<file path="config.mk">
export PLATFORM = sky130hd
export DESIGN_NAME = mul_seq_ctrl
export DESIGN_NICKNAME = d
export VERILOG_FILES = /design/src/rtl/mul_seq_ctrl.sv
export SDC_FILE = /design/constraint.sdc
export NUM_CORES = 1
export LEC_CHECK = 0
export ABC_AREA = 0
export BUFFER_PORTS_ARGS = -buffer_cell sky130_fd_sc_hd__buf_2
export CORE_MARGIN = 4
export CORE_UTILIZATION = 40
export CTS_CLUSTER_SIZE = 40
export DETAILED_ROUTE_END_ITERATION = 10
export GPL_TIMING_DRIVEN = 1
export PLACE_DENSITY = 0.7
export SLEW_MARGIN = 20
export SYNTH_ARGS = -nofsm -noshare
export SYNTH_HDL_FRONTEND = slang
export SYNTH_SLANG_ARGS = --single-unit
</file>
<file path="constraint.sdc">
create_clock -name clk -period 1.9 [get_ports clk]
set_clock_uncertainty 0.1 [all_clocks]
set_input_delay 0.285 -clock clk [delete_from_list [all_inputs] [get_ports clk]]
set_output_delay 0.285 -clock clk [all_outputs]
set_load 0.05 [all_outputs]
</file>
<file path="src/rtl/mul_seq_ctrl.sv">
`default_nettype none
// +--------------------------------------------------------------------------+
// | mul_seq_ctrl : load/run/capture sequencer for a shift-add multiplier     |
// |                with a one-entry valid/ready result buffer.               |
// | Revision     : 1.0                                                       |
// +--------------------------------------------------------------------------+
module mul_seq_ctrl #(
  parameter int WIDTH = 8,
  parameter int STEPS = 8
) (
  input  logic             clk,
  input  logic             reset,
  input  logic             in_valid,
  output logic             in_ready,
  input  logic [WIDTH-1:0] in_a,
  input  logic [WIDTH-1:0] in_b,
  output logic [WIDTH-1:0] mul_a,
  output logic [WIDTH-1:0] mul_b,
  output logic             mul_load,
  output logic             mul_en,
  input  logic [WIDTH-1:0] mul_z,
  output logic             out_valid,
  input  logic             out_ready,
  output logic [WIDTH-1:0] out_z,
  output logic             busy
);

  localparam logic [1:0] S_IDLE = 2'd0;
  localparam logic [1:0] S_LOAD = 2'd1;
  localparam logic [1:0] S_RUN  = 2'd2;
  localparam logic [1:0] S_CAPT = 2'd3;

  localparam int            CW     = (STEPS > 1) ? $clog2(STEPS) : 1;
  localparam logic [CW-1:0] C_LAST = CW'(STEPS - 1);

  logic [1:0]       state_q, state_d;
  logic [CW-1:0]    cnt_q, cnt_d;
  logic [WIDTH-1:0] mul_a_q, mul_a_d;
  logic [WIDTH-1:0] mul_b_q, mul_b_d;
  logic             out_valid_q, out_valid_d;
  logic [WIDTH-1:0] out_z_q, out_z_d;

  logic             buf_free;
  logic             capture;

  // Draining and refilling the buffer in one cycle is allowed.
  assign buf_free = !out_valid_q || out_ready;
  assign capture  = (state_q == S_CAPT) && buf_free;

  always_ff @(posedge clk) begin
    if (reset) begin
      state_q <= S_IDLE;
    end else begin
      state_q <= state_d;
    end
  end

  always_comb begin
    state_d = state_q;
    case (state_q)
      S_IDLE:  if (in_valid) state_d = S_LOAD;
      S_LOAD:  state_d = S_RUN;
      S_RUN:   if (cnt_q == C_LAST) state_d = S_CAPT;
      S_CAPT:  if (buf_free) state_d = S_IDLE;
      default: state_d = S_IDLE;
    endcase
  end

  always_comb begin
    in_ready = 1'b0;
    mul_load = 1'b0;
    mul_en   = 1'b0;
    busy     = 1'b1;
    case (state_q)
      S_IDLE: begin
        in_ready = 1'b1;
        busy     = 1'b0;
      end
      S_LOAD: begin
        mul_load = 1'b1;
        mul_en   = 1'b1;
      end
      S_RUN:   mul_en = 1'b1;
      default: ;
    endcase
  end

  always_comb begin
    cnt_d       = cnt_q;
    mul_a_d     = mul_a_q;
    mul_b_d     = mul_b_q;
    out_valid_d = out_valid_q;
    out_z_d     = out_z_q;

    if (state_q == S_LOAD) begin
      cnt_d = '0;
    end else if ((state_q == S_RUN) && (cnt_q != C_LAST)) begin
      cnt_d = cnt_q + CW'(1);
    end

    // Operands are only sampled on an accepted handshake.
    if ((state_q == S_IDLE) && in_valid) begin
      mul_a_d = in_a;
      mul_b_d = in_b;
    end

    if (capture) begin
      out_valid_d = 1'b1;
      out_z_d     = mul_z;
    end else if (out_ready) begin
      out_valid_d = 1'b0;
    end
  end

  always_ff @(posedge clk) begin
    if (reset) begin
      cnt_q       <= '0;
      mul_a_q     <= '0;
      mul_b_q     <= '0;
      out_valid_q <= 1'b0;
      out_z_q     <= '0;
    end else begin
      cnt_q       <= cnt_d;
      mul_a_q     <= mul_a_d;
      mul_b_q     <= mul_b_d;
      out_valid_q <= out_valid_d;
      out_z_q     <= out_z_d;
    end
  end

  assign mul_a     = mul_a_q;
  assign mul_b     = mul_b_q;
  assign out_valid = out_valid_q;
  assign out_z     = out_z_q;

endmodule
`default_nettype wire

</file>
=== Yosys cells after proc, flatten, opt, wreduce, memory -nomap -nowiden ===
Index checks and enable logic that the tools add are counted.

* Mux-type cells: 10
* Reductions and logical operators: 10
* Eq/ne operators: 8
* Add/sub/neg operators: 1

{| class="wikitable"
|+ Operators with widths
! kind !! count
|-
| $pmux W2 S4 || 1
|-
| $mux W1 || 6
|-
| $mux W2 || 3
|-
| $ne A2 B2 Y1 const B || 3
|-
| $eq A2 B2 Y1 const B || 2
|-
| $reduce_or A2 Y1 || 2
|-
| $add A3 B1 Y3 const B || 1
|-
| $eq A3 B3 Y1 const B || 1
|-
| $logic_and A1 B1 Y1 || 3
|-
| $ne A3 B3 Y1 const B || 1
|-
| $reduce_and A3 Y1 || 1
|-
| $eq A2 B1 Y1 const B || 1
|-
| $logic_not A2 Y1 || 1
|-
| $reduce_bool A2 Y1 || 1
|-
| $logic_not A1 Y1 || 1
|-
| $logic_or A1 B1 Y1 || 1
|}

* Register bits after elaboration: 30
* Input bits: 28
* Logic and storage cells: 35
* Output and inout port bits: 29

=== Longest topological paths before layout ===
* Word-level depth: 4
* Gate-level depth with buffers: 7
* Depth with buffers taken out: 5

=== Worst setup path after synthesis ===
Ideal clock, no wire load.

* Path kind: reg-to-reg
* Start: reg state_q[0]
* End: reg mul_a_q[0], in the netlist mul_a[0]
* Path buffers: 1
* Stages on the path, launching flop included: 7
* Setup slack: 142 ps
* Clock period less this slack: 1758 ps
* Data arrival time: 1539 ps
* Setup time: 119 ps
* Required time: 1681 ps
* Path through: dfxtp_1 inv_1 ha_1 nand2_1 buf_2 nand2_1 a21oi_2

* Cells in the longest elaborated chain, start to end: 2

{| class="wikitable"
|+ RTL lines
! what !! RTL line !! RTL
|-
| start: declaration || 36 || <nowiki>logic [1:0] state_q, state_d;</nowiki>
|-
| start signal: assignment || 54 || <nowiki>state_q <= state_d;</nowiki>
|-
| $logic_not A2 Y1 || 102 || <nowiki>if ((state_q == S_IDLE) && in_valid) begin</nowiki>
|-
| $logic_and A1 B1 Y1 || 102 ||
|-
| end signal: assignment || 124 || <nowiki>mul_a_q <= mul_a_d;</nowiki>
|-
| end: declaration || 38 || <nowiki>logic [WIDTH-1:0] mul_a_q, mul_a_d;</nowiki>
|}

Every way passes these cells.
A chain may end at the register's enable or synchronous reset.

=== Worst setup path in the final report ===
* Start: reg state_q[1]
* End: out mul_en

* Cells in the longest elaborated chain, start to end: 3
* Elaborated cells between the ends (all ways): 4
* Those cells by class: eq/ne: 2; mux: 1; reduce/logical: 1

{| class="wikitable"
|+ RTL lines
! what !! RTL line !! RTL
|-
| $eq A2 B1 Y1 / $eq A2 B2 Y1 (equally long branches) || 74 || <nowiki>case (state_q)</nowiki>
|-
| $reduce_or A2 Y1 (no line) * || n/a ||
|-
| $mux W1 * || 74 ||
|-
| end: declaration || 20 || <nowiki>output logic mul_en,</nowiki>
|}

Mark *: on every way between the ends. The rest lies on a longest branch, timed or not.

==> impl_metrics.toml <==
[run_status]
status = "finished clean"

[critical_path]
crit_end = "mul_en"
r2r_end = "mul_a[5]"
end_kind = "primary output"
critical-path-top-delay-family = "flip-flops"
criticalPathCategory = "flip-flop to primary output"
path_max_fanout = 4
cp_slowest_cell = "dfxtp_1"
reg2reg_depth = 5
arrival_ns = 1.38
crit_chain = "inv_1, ha_1, buf_2"
critPathLaunchType = "flip-flop"
reg2reg_from = "state_q[1]"
max_stage_delay_ns = 0.41
worstPathBufferInverterCount = 2
path_depth = 3
worstPathRequired_ns = 1.51
r2r_slack_ns = 0.27
startpoint = "state_q[1]"

[pwr]
peakVddDrop_mv = 0.8206
p_leak_nw = 0.7562
power.density_nw_per_um2 = 1520
finalPower_w = 0.002398

[sta]
finalCriticalPeriod_ns = 1.765
hold_violations = 0
rsz0062_at_grt = "no"
final_max_slew_viol_count = 0
setup_viol = 0
maxSlewHeadroom_pct = 65.50
worst_pin_slew_ns = 0.5174
fmax_mhz = 566.5
fin_crit_sh_pct = 92.91
tns_ns = 0
layout_setup_ws_ns = 0.1347

[floorplan]
floorplan.die.height_um = 63.48
pin_count = 57
start_util_pct = 43.16
die_x_um = 63.48
dieArea_um2 = 4030
num_rows = 19
fp.coreArea_um2 = 2853

[global_route]
antenna_found_initial = 0
grt_max_degree = 17
grt_use_total_pct = 15.81
grt_pass1_vias = 1187
grt-ovfl-total = 0
grt_pass1_wl_um = 5085

[run]
cap_viol_max_count = 0

[synthesis]
yosys_warnings = 0
synth-async-reset-ratio_pct = 0
synth.area.mux_share_pct = 2.439
synth_simple_gate_area_share_pct = 18.09
synth_edf_count = 0
synth_top_family_by_area = "simple AND/OR/NAND/NOR gates"
synth_commonest_cells = "nand2_1 (35), dfxtp_1 (30), a21oi_1 (22)"
synth-adder-area-share_pct = 6.098
synth_compound_area_share_pct = 17.17
yosysTopAreaCellShare_pct = 48.78
syn_inst = 141
synthTopCellsByArea = "dfxtp_1 (49%), nand2_1 (11%), a21oi_1 (8.9%)"
yosysMostFrequentCell = "nand2_1"
ys.flop_type = "dfxtp_1"
synth_area_leader_cell = "dfxtp_1"
netlist_area_um2 = 1231
postSynthAreaPerCell_um2 = 8.732
synth_cell_types = 21
synth-xor-area-share_pct = 0.7114
synth_nets = 175
ys_seq_elements = 30
synth_seq_area_share_pct = 48.78

[clocking]
cts_tree = "done"
cts_sinks = 30
htree_levels = 2
clockBufferDepth = 2
cts_buffers = 5
postCtsHoldBufs = 0
clk_latency_ns = 0.31
path_clk_slew_ns = 0.10
cts_root_buffer = "clkbuf_4"

[route]
ant_nets = 0
wl_um = 2906
vias_per_cell = 4.961
num_vias = 1131
drt_first_pass_iters = 4
wl_per_cell_um = 12.75
drcViolationCount = 0
drt_iter0_drc = 60

[place]
dp_hpwl_um = 2224
place.gp.congestion = 0.7269
dp_worst_setup_slack_ns = 0.2793
place_area_um2 = 1498
portBuffers = 56

[finish]
fill_cells = 301
antenna_cells = 0
final_layout_size_suffix_gt1_share_pct = 36.55
area_growth_pct = 28.15
fin_area_um2 = 1578
fin_nets = 230

[hold_path]
worstHoldPathType = "input port to flip-flop"
## layer usage
layer / track usage [%] / routed length [um] / up-vias
met3: 8.348 / 281 / 2
met5: 0 / 0 / -
met2: 27.25 / 1384 / 46
met1: 16.18 / 1227 / 504
li1: - / - / 579
met4: 5.660 / 13 / 0
## metrics by stage
stage               hold WS (ns)  util [%]  instances
floorplan                 0.3210         -        141
global placement          0.3441     52.50        220
detailed placement        0.3465     52.50        220
CTS                      0.06756     55.22        228
global route             0.06852     55.31        228
finish                   0.08517     55.31        228
## worst register-to-register path: stages (launching register included)
cell	delay (ns)
dfxtp_1	0.36
inv_1	0.10
ha_1	0.25
and2_1	0.49
nand2_1	0.13
a21oi_1	0.13
## where the power goes
group	switching, W	internal (W)	total [W]
sequential	0.0000627	0.000736	0.000798
clock	0.000215	0.000272	0.000488
combinational	0.000821	0.000291	0.00111
## cells by family (layout without fill, tap and decap cells)
group                    after synthesis  in the layout
AND/OR/NAND/NOR                       50             50
adder cells (fa/ha/maj)                6              6
multiplexers                           3              3
AO/OA/AOI/OAI                         36             36
XOR/XNOR                               1              1
flip-flops                            30             30
buffers and inverters                 15             71
## how the worst min path moves through the flow
stage | from | end | cells after the start
floorplan | in_a[1] | mul_a[1] | 2
CTS | in_a[6] | mul_a[6] | 3
detailed placement | mul_a[6] | mul_a[6] | 2
global placement | mul_a[2] | mul_a[2] | 2
finish | in_a[6] | mul_a[6] | 3
global route | in_a[6] | mul_a[6] | 3
## final cells by class
cell class	instances	area, um^2	area share, %
Multi-Input combinational cell	96	548.0	34.73
Clock inverter	3	40.04	2.538
Clock buffer	5	37.54	2.379
Sequential cell	30	600.6	38.07
Tap cell	31	38.79	2.458
Inverter	6	22.52	1.427
Timing Repair Buffer	57	290.3	18.40
## flip-flops by register name (all words and copies together), names as in the netlist
name	count
out_z	8
state_q	2
out_valid	1
mul_a	8
cnt_q	3
mul_b	8
## timing repair
action / in CTS / in global routing
endpoints found under the hold margin: 0 / 0
setup endpoints to repair: 0 / 1
resized for setup: 0 / 1
setup buffers: 0 / 0
## layout by cell type, fill, tap and decap left out, drive strengths merged, types with 6 or more instances in the layout
cell type,instances
nand3,8
a21oi,25
o21ai,8
ha,6
inv,6
dfxtp,30
nand2,35
buf,56
clkbuf,6
(Power assumes the default switching activity.)
